### src/rtl/frame_scheduler.sv
// Frame-synchronous scheduler for a cellular-automaton display.
// Commands (pan/zoom) are collected during a frame and applied together on the
// frame tick so the viewport never changes mid-frame. A small FSM requests one
// generation from the evolution engine every (speed+1) frames, or on a single
// step while paused.
//
// Ports:
//   clk, rst            pixel clock, asynchronous active-high reset
//   vsync               raw vsync from the timing block (polarity set by VSPP)
//   pan_*/zoom_*        one-cycle command pulses, applied at the next frame tick
//   pause_toggle, step  one-cycle pulses; step only honoured while paused
//   speed               frames per generation minus one
//   setting_status      manual edit mode; holds off generation requests
//   evo_done            one-cycle completion pulse from the evolution engine
//   shift_x, shift_y    viewport origin in cells
//   scroll              zoom shift
//   evo_start           one-cycle generation request
//   running, evo_busy   run state and engine-busy indication
//   overrun             sticky: a generation fell due while the engine was busy
//   gen_count           generations completed (wraps)
module frame_scheduler #(
  parameter int unsigned VSPP       = 0,
  parameter int unsigned HSIZE      = 800,
  parameter int unsigned VSIZE      = 600,
  parameter int unsigned P_PARAM_N  = 1024,
  parameter int unsigned P_PARAM_M  = 1024,
  parameter int unsigned MAX_SCROLL = 4
) (
  input  logic        clk,
  input  logic        rst,
  input  logic        vsync,
  input  logic        pan_left,
  input  logic        pan_right,
  input  logic        pan_up,
  input  logic        pan_down,
  input  logic        zoom_in,
  input  logic        zoom_out,
  input  logic        pause_toggle,
  input  logic        step,
  input  logic [3:0]  speed,
  input  logic        setting_status,
  input  logic        evo_done,
  output logic [15:0] shift_x,
  output logic [15:0] shift_y,
  output logic [3:0]  scroll,
  output logic        evo_start,
  output logic        running,
  output logic        evo_busy,
  output logic        overrun,
  output logic [15:0] gen_count
);

  typedef enum logic [1:0] {StIdle, StArm, StBusy} state_e;

  state_e      state_q, state_d;
  logic        vs1_q, vs2_q;
  logic        act1, act2, frame_tick;
  logic [5:0]  pend_q, pend_d, cmd_in;
  logic [15:0] shift_x_q, shift_x_d, shift_y_q, shift_y_d;
  logic [3:0]  scroll_q, scroll_d;
  logic        running_q, running_d;
  logic        step_pend_q, step_pend_d;
  logic [3:0]  fcnt_q, fcnt_d;
  logic        overrun_q, overrun_d;
  logic [15:0] gen_count_q, gen_count_d;
  logic        gen_due;

  int unsigned sc_new, hvis, vvis, maxx, maxy, x_new, y_new;

  // Tick on the first active sample: vs1 already active, vs2 not yet.
  assign act1       = (VSPP != 0) ? vs1_q : ~vs1_q;
  assign act2       = (VSPP != 0) ? vs2_q : ~vs2_q;
  assign frame_tick = act1 & ~act2;

  // Bit order: {zoom_out, zoom_in, down, up, right, left}
  assign cmd_in = {zoom_out, zoom_in, pan_down, pan_up, pan_right, pan_left};

  // A pulse in the tick cycle itself seeds the next frame's pending set.
  assign pend_d = frame_tick ? cmd_in : (pend_q | cmd_in);

  // Viewport update: zoom first, then pan, then clamp against the new zoom.
  always_comb begin
    sc_new = 32'(scroll_q);
    if (pend_q[4] && !pend_q[5] && (sc_new < MAX_SCROLL)) begin
      sc_new = sc_new + 1;
    end else if (pend_q[5] && !pend_q[4] && (sc_new != 0)) begin
      sc_new = sc_new - 1;
    end
    hvis = HSIZE >> sc_new;
    vvis = VSIZE >> sc_new;
    maxx = (P_PARAM_N > hvis) ? (P_PARAM_N - hvis) : 0;
    maxy = (P_PARAM_M > vvis) ? (P_PARAM_M - vvis) : 0;

    x_new = 32'(shift_x_q);
    if (pend_q[1] && !pend_q[0]) begin
      x_new = x_new + 1;
    end else if (pend_q[0] && !pend_q[1] && (x_new != 0)) begin
      x_new = x_new - 1;
    end
    if (x_new > maxx) x_new = maxx;

    y_new = 32'(shift_y_q);
    if (pend_q[3] && !pend_q[2]) begin
      y_new = y_new + 1;
    end else if (pend_q[2] && !pend_q[3] && (y_new != 0)) begin
      y_new = y_new - 1;
    end
    if (y_new > maxy) y_new = maxy;

    shift_x_d = shift_x_q;
    shift_y_d = shift_y_q;
    scroll_d  = scroll_q;
    if (frame_tick) begin
      shift_x_d = x_new[15:0];
      shift_y_d = y_new[15:0];
      scroll_d  = sc_new[3:0];
    end
  end

  // Run control, frame divider and generation FSM.
  always_comb begin
    state_d     = state_q;
    fcnt_d      = fcnt_q;
    gen_due     = 1'b0;
    running_d   = running_q ^ pause_toggle;
    step_pend_d = step_pend_q | (step & ~running_q);
    overrun_d   = overrun_q;
    gen_count_d = gen_count_q;

    if (frame_tick && running_q) begin
      if (fcnt_q == speed) begin
        fcnt_d  = 4'd0;
        gen_due = 1'b1;
      end else begin
        fcnt_d = fcnt_q + 4'd1;
      end
    end

    case (state_q)
      StIdle: begin
        if (frame_tick && (gen_due || step_pend_q) && !setting_status) begin
          state_d     = StArm;
          step_pend_d = step & ~running_q;
        end
      end
      StArm: begin
        state_d = StBusy;
        if (frame_tick && gen_due) overrun_d = 1'b1;
      end
      StBusy: begin
        // A due generation while busy is dropped, only flagged.
        if (frame_tick && gen_due) overrun_d = 1'b1;
        if (evo_done) begin
          state_d     = StIdle;
          gen_count_d = gen_count_q + 16'd1;
        end
      end
      default: state_d = StIdle;
    endcase
  end

  always_ff @(posedge clk or posedge rst) begin
    if (rst) begin
      state_q     <= StIdle;
      vs1_q       <= 1'b0;
      vs2_q       <= 1'b0;
      pend_q      <= '0;
      shift_x_q   <= '0;
      shift_y_q   <= '0;
      scroll_q    <= '0;
      running_q   <= 1'b0;
      step_pend_q <= 1'b0;
      fcnt_q      <= '0;
      overrun_q   <= 1'b0;
      gen_count_q <= '0;
    end else begin
      state_q     <= state_d;
      vs1_q       <= vsync;
      vs2_q       <= vs1_q;
      pend_q      <= pend_d;
      shift_x_q   <= shift_x_d;
      shift_y_q   <= shift_y_d;
      scroll_q    <= scroll_d;
      running_q   <= running_d;
      step_pend_q <= step_pend_d;
      fcnt_q      <= fcnt_d;
      overrun_q   <= overrun_d;
      gen_count_q <= gen_count_d;
    end
  end

  assign shift_x   = shift_x_q;
  assign shift_y   = shift_y_q;
  assign scroll    = scroll_q;
  assign running   = running_q;
  assign overrun   = overrun_q;
  assign gen_count = gen_count_q;
  assign evo_start = (state_q == StArm);
  assign evo_busy  = (state_q != StIdle);

endmodule
### config.mk
export PLATFORM = sky130hd
export DESIGN_NAME = frame_scheduler
export DESIGN_NICKNAME = d
export VERILOG_FILES = /design/src/rtl/frame_scheduler.sv
export SDC_FILE = /design/constraint.sdc
export NUM_CORES = 1
export LEC_CHECK = 0
export BUFFER_PORTS_ARGS = -buffer_cell sky130_fd_sc_hd__buf_2
export CAP_MARGIN = 15
export CORE_UTILIZATION = 50
export CTS_CLUSTER_SIZE = 25
export DETAILED_ROUTE_END_ITERATION = 10
export GPL_ROUTABILITY_DRIVEN = 0
export PLACE_DENSITY = 0.78
export SYNTH_ARGS = -nofsm -noshare
export SYNTH_HDL_FRONTEND = slang
export SYNTH_SLANG_ARGS = --single-unit
### constraint.sdc
create_clock -name clk -period 5.5 [get_ports clk]
set_clock_uncertainty 0.05 [all_clocks]
set_input_delay 1.1 -clock clk [delete_from_list [all_inputs] [get_ports clk]]
set_output_delay 1.1 -clock clk [all_outputs]
set_load 0.02 [all_outputs]
* Word level (Yosys, flattened, before mapping)
Index checks and enable logic that the tools add are counted.
** Storage, ports and cells
- Bits in registers :: 69
- Input port bits :: 17
- Output and inout bits :: 56
- Word-level logic and storage cells :: 91
** Operators by class
- $add $sub $neg :: 10
- Magnitude comparators :: 5
- Eq/ne operators :: 5
- Shifts and indexed selects :: 2
- Mux-type cells :: 19
- Bitwise gates (word level) :: 7
- Reduce and logical (&&, ||, !) cells :: 31
** Operator list (count)
- two-way mux 32 bit :: 8
- greater-than comparator 11 x 32 -> 1 bit, first input constant :: 2
- greater-than comparator 32 bit :: 2
- right shift 10 x 32 -> 32 bit, first input constant :: 2
- subtractor 11 x 32 -> 32 bit, first input constant :: 2
- adder 16 x 1 -> 17 bit, second input constant :: 2
- subtractor 16 x 1 -> 17 bit, second input constant :: 2
- two-way mux 16 bit :: 2
- nonzero test 16 bit :: 2
- adder 16 x 1 -> 16 bit, second input constant :: 1
- logical AND 1 bit :: 14
- logical NOT 1 bit :: 7
- two-way mux 6 bit :: 1
- bitwise OR 6 bit :: 1
- case mux 2 bit (3 select lines) :: 1
- AND reduction 2 bit :: 3
- adder 4 x 1 -> 5 bit, second input constant :: 1
- subtractor 4 x 1 -> 5 bit, second input constant :: 1
- adder 4 x 1 -> 4 bit, second input constant :: 1
- equality test 4 bit :: 1
- less-than comparator 4 x 3 -> 1 bit, second input constant :: 1
- two-way mux 1 bit :: 4
- two-way mux 2 bit :: 2
- two-way mux 4 bit :: 1
- 12 further kinds :: 15

* Logic depth before layout (Yosys ltp)
- Word-level depth :: 10
- Mapped depth :: 23
- Depth with buffers taken out :: 21

* Least setup slack after synthesis
Ideal clock, no wire load.
- Kind :: register to register
- Start point :: register scroll_q[0] (netlist: scroll[0])
- End point :: register shift_y_q[10] (netlist: shift_y[10])
- Library setup time :: 0.126 ns
- Arrival :: 4.778 ns
- Required time :: 5.324 ns
- Slack :: 0.546 ns
- Stages on the path, launching flop included :: 21
- Buffers on the path :: 2
- Clock period less this slack :: 4.954 ns
- Cell sequence :: dfrtp_1 > inv_1 > ha_1 > buf_1 > nor3b_1 > a221oi_1 > o2bb2ai_1 > a21boi_0 > o21ai_0 > nand2_1 > ha_1 > nor4_1 > o21ai_0 > a21oi_1 > ha_1 > a2111oi_0 > a2bb2oi_1 > and4_1 > buf_2 > nand2_1 > a221o_1
** On the way
- Word-level cells in the longest chain between the ends :: 9
- Elaborated cells on any way between the ends :: 14
- Classes of those cells :: add/sub (3); order compare (3); shift (1); mux (4); reduce/logical (3)
** RTL lines
- from (decl) :: line 60 : logic [3:0] scroll_q, scroll_d;
- from (signal assigned) :: line 183 : scroll_q <= scroll_d;
- branches (longest 3 deep; another with subtractor 4 x 1 -> 5 bit)
- two-way mux 32 bit (*) :: line 84 : if (pend_q[4] && !pend_q[5] && (sc_new < MAX_SCROLL)) begin
- right shift 10 x 32 -> 32 bit (*) :: line 90 : vvis = VSIZE >> sc_new;
- subtractor 11 x 32 -> 32 bit / greater-than comparator 11 x 32 -> 1 bit (equally long branches) :: line 92 : maxy = (P_PARAM_M > vvis) ? (P_PARAM_M - vvis) : 0;
- two-way mux 32 bit (*) :: line 92
- greater-than comparator 32 bit :: line 108 : if (y_new > maxy) y_new = maxy;
- two-way mux 16 bit (*) :: line 108
- to (signal assigned) :: line 182 : shift_y_q <= shift_y_d;
- to (decl) :: line 59 : logic [15:0] shift_x_q, shift_x_d, shift_y_q, shift_y_d;
Every way passes the cells marked *.
A chain may end at the register's enable or synchronous reset.

* Worst setup path after layout
- Start point :: register scroll_q[0] (netlist: scroll[0])
- End point :: register shift_y_q[3] (netlist: shift_y[3])
Same word-level chain as after synthesis.

==> metrics.md <==
| Metric | Value |
|---|---|
| Initial core utilization | `0.5235` |
| Worst setup path class | `reg -> reg` |
| Leakage power | `2.927 nW` |
| Synth-to-layout area growth | `13.42%` |
| Period utilisation layout | `0.9668` |
| Total CTS buffers | `9` |
| Register Area | `1727 um2` |
| Worst slack, placed | `0.02528 ns` |
| MaxCap Viol Count | `0` |
| Maximum buffer depth of the clock tree | `2` |
| Share of layout cells above drive strength 1 | `0.1718` |
| Vias per cell | `6.541` |
| CTS tree | `yes` |
| Yosys reg bits | `69` |
| Worst r2r path cells | `20` |
| Worst-Margin Slew | `1.060 ns` |
| Headroom to the max-slew limit | `0.2934` |
| Yosys warns | `0` |
| DR DRC count | `0` |
| Syn Area/Cell | `8.381 um2` |
| Nets@finish | `802` |
| Setup ws final | `0.1825 ns` |
| Number of fill cells in the layout | `931` |
| FMAX | `188.1 MHz` |
| I/O pins | `73` |
| Sw power | `2.316 mW` |
| Post-layout minimum cycle time | `5.318 ns` |
| Share of Yosys cell area claimed by the top area cell type | `0.2977` |
| Register share of total power | `0.207` |
| Row cnt | `38` |
| P_int | `2.135 mW` |
| WL final | `15950 um` |
| Slew Viols, Final | `0` |
| DRT antenna net count | `0` |
| Post-Syn Nets | `748` |
| CP endpoint kind | `register` |
| DIE AREA | `12030 um2` |
| R2r startpoint | `scroll[0]` |
| Number of synthesized flops with an enable pin | `0` |
| Average wire per standard cell | `17.90 um` |
| FF-to-FF End | `shift_y[3]` |
| CTS HTree Levels | `3` |
| Synth async-reset ratio | `1.000` |
| Post-Syn Area | `5799 um2` |
| Vias in the first global route | `5384` |
| Post-synthesis cell type count | `77` |
| # setup viols final | `0` |
| Crit path from | `scroll[0]` |
| Sw Ratio | `0.5203` |
| Clock power share | `0.133` |
| Die Y | `109.7 um` |
| HPWL Detailed | `11360 um` |
| Grt total ovfl | `0` |
| Die span in x | `109.7 um` |
| Antenna violations before repair | `0` |
| PwrDens | `676.7 nW/um2` |
| Data arrival, critical path | `5.51 ns` |
| Worst skew pair latency | `0.35 ns` |
| Gr usage total | `0.2740` |
| Prevailing post-synth register cell | `dfrtp_1` |
| Largest net degree at the start of global routing | `70` |
| Area contributors post-synth | `dfrtp_1 (30%), ha_1 (8.4%), nand2_1 (4.3%)` |
| Hold Violations, Final | `0` |
| Worst Hold Class | `reg -> reg` |
| Crit path required time | `5.70 ns` |
| Hold_ws | `0.3782 ns` |
| Clock Root Buffer | `clkbuf_16` |
| Logic pwr share | `0.660` |
| Syn Inst Count | `692` |
| Via count | `5828` |
| Sequential share of the synthesized area | `0.2977` |
| Ant. Diodes | `0` |
| VDD IR max | `0.2789 mV` |
| CP Capture Point | `shift_y[3]` |
| Tot Pwr | `4.451 mW` |
| Number of port buffers | `72` |
| First-pass GRT wire length | `25960 um` |
| TritonRoute pass-1 iters | `6` |
| Core Box Area | `11080 um2` |
| Count leader, synth | `dfrtp_1` |
| Max FO, Critical Path | `8` |
| Initial DRC Count | `589` |
| Startpoint types | `register` |
| Worst-path clk slew | `0.07 ns` |
| R2R setup slack | `0.18 ns` |
| Largest area contributor in the netlist | `dfrtp_1` |
| CTS Sinks | `69` |
| Area of the multi-input gates | `3839 um2` |
| Synth top cells by count | `dfrtp_1 (69), nand2_1 (66), nor2_1 (44), ha_1 (39), nand3_1 (37)` |
| Status | `completed` |
[what timing repair did]
item                       in CTS  in global routing
resized for setup               0                  9
setup endpoints to repair       0                 12
setup buffers                   0                  2
hold buffers                    0                  0
[power by group through the flow]
stage | sequential (mW) | combinational, mW | clock [mW]
after floorplan | 0.917 | 2.05 | 0
after global placement | 0.901 | 2.64 | 0
after detailed placement | 0.914 | 2.76 | 0
after CTS | 0.904 | 2.78 | 0.597
after global routing | 0.948 | 3.25 | 0.620
final | 0.920 | 2.94 | 0.594
[per-stage QoR]
stage,std cells,cell area [um2],utilization,setup TNS [ns]
after floorplan,692,5799,-,0
after global placement,873,6223,0.5618,0
after detailed placement,873,6223,0.5618,0
after CTS,889,6524,0.5889,0
after global routing,891,6578,0.5937,-0.9523
final,891,6578,0.5937,0
[worst min path at each step]
stage                     cells after the start  slack, ns  startpoint    end
after floorplan                               0       0.32       vs1_q  vs2_q
after global placement                        0       0.35       vs1_q  vs2_q
after detailed placement                      0       0.36       vs1_q  vs2_q
after CTS                                     0       0.38       vs1_q  vs2_q
after global routing                          0       0.39       vs1_q  vs2_q
final                                         0       0.38       vs1_q  vs2_q
[cells in the final DEF (no fill, tap or decap), types with 24 or more instances in the layout]
cell type,Yosys,routed
buf_2,3,72
dfrtp_1,69,69
nand2_1,66,64
nor2_1,44,44
ha_1,39,39
nand3_1,37,37
o21ai_0,34,34
inv_1,29,28
xnor2_1,24,24
[sequential cells by signal, indices dropped and copies added, names as in the netlist, 2 cells and up]
register   cells
pend_q         6
gen_count     16
fcnt_q         4
scroll         4
shift_x       16
state_q        2
shift_y       16
[metal layers]
metal,GRT usage,up-vias,part of all wire
li1,-,2716,-
met4,0.1133,0,0.026
met2,0.4412,313,0.46
met5,0,-,0
met3,0.04268,44,0.074
met1,0.3665,2755,0.44
[cell type report]
type / instances / share of cell area
tap: 140 / 0.02663
clock buffer: 9 / 0.03424
timing repair buffer: 81 / 0.06506
sequential: 69 / 0.2625
clock inverter: 7 / 0.01141
multi-input combinational: 556 / 0.5836
inverter: 29 / 0.01655
[worst max-delay path: stages (launching register included)]
cell	delay (ns)
dfrtp_1	0.48
inv_1	0.23
ha_1	0.28
nor3b_4	0.33
o22ai_1	0.20
a211oi_2	0.30
nand2_1	0.12
a21boi_0	0.15
o21ai_0	0.15
nand2_1	0.08
ha_1	0.29
nor4_1	0.27
o21ai_0	0.11
a21oi_1	0.24
ha_1	0.30
a2111oi_0	0.45
a2bb2oi_1	0.32
and4_1	0.37
buf_4	0.18
a211oi_1	0.06
o31ai_1	0.24
[cells by family (layout without fill, tap and decap cells)]
| logic type | after synthesis | after routing | share of synthesized area |
|---|---|---|---|
| fa+ha+maj | 39 | 39 | 0.08414 |
| simple gates | 290 | 290 | 0.2721 |
| xor+xnor | 43 | 43 | 0.06494 |
| buf+inv | 67 | 126 | 0.04790 |
| compound gates | 179 | 179 | 0.2237 |
| flops | 69 | 69 | 0.2977 |
| mux | 5 | 5 | 0.009493 |
(Power assumes the default switching activity.)
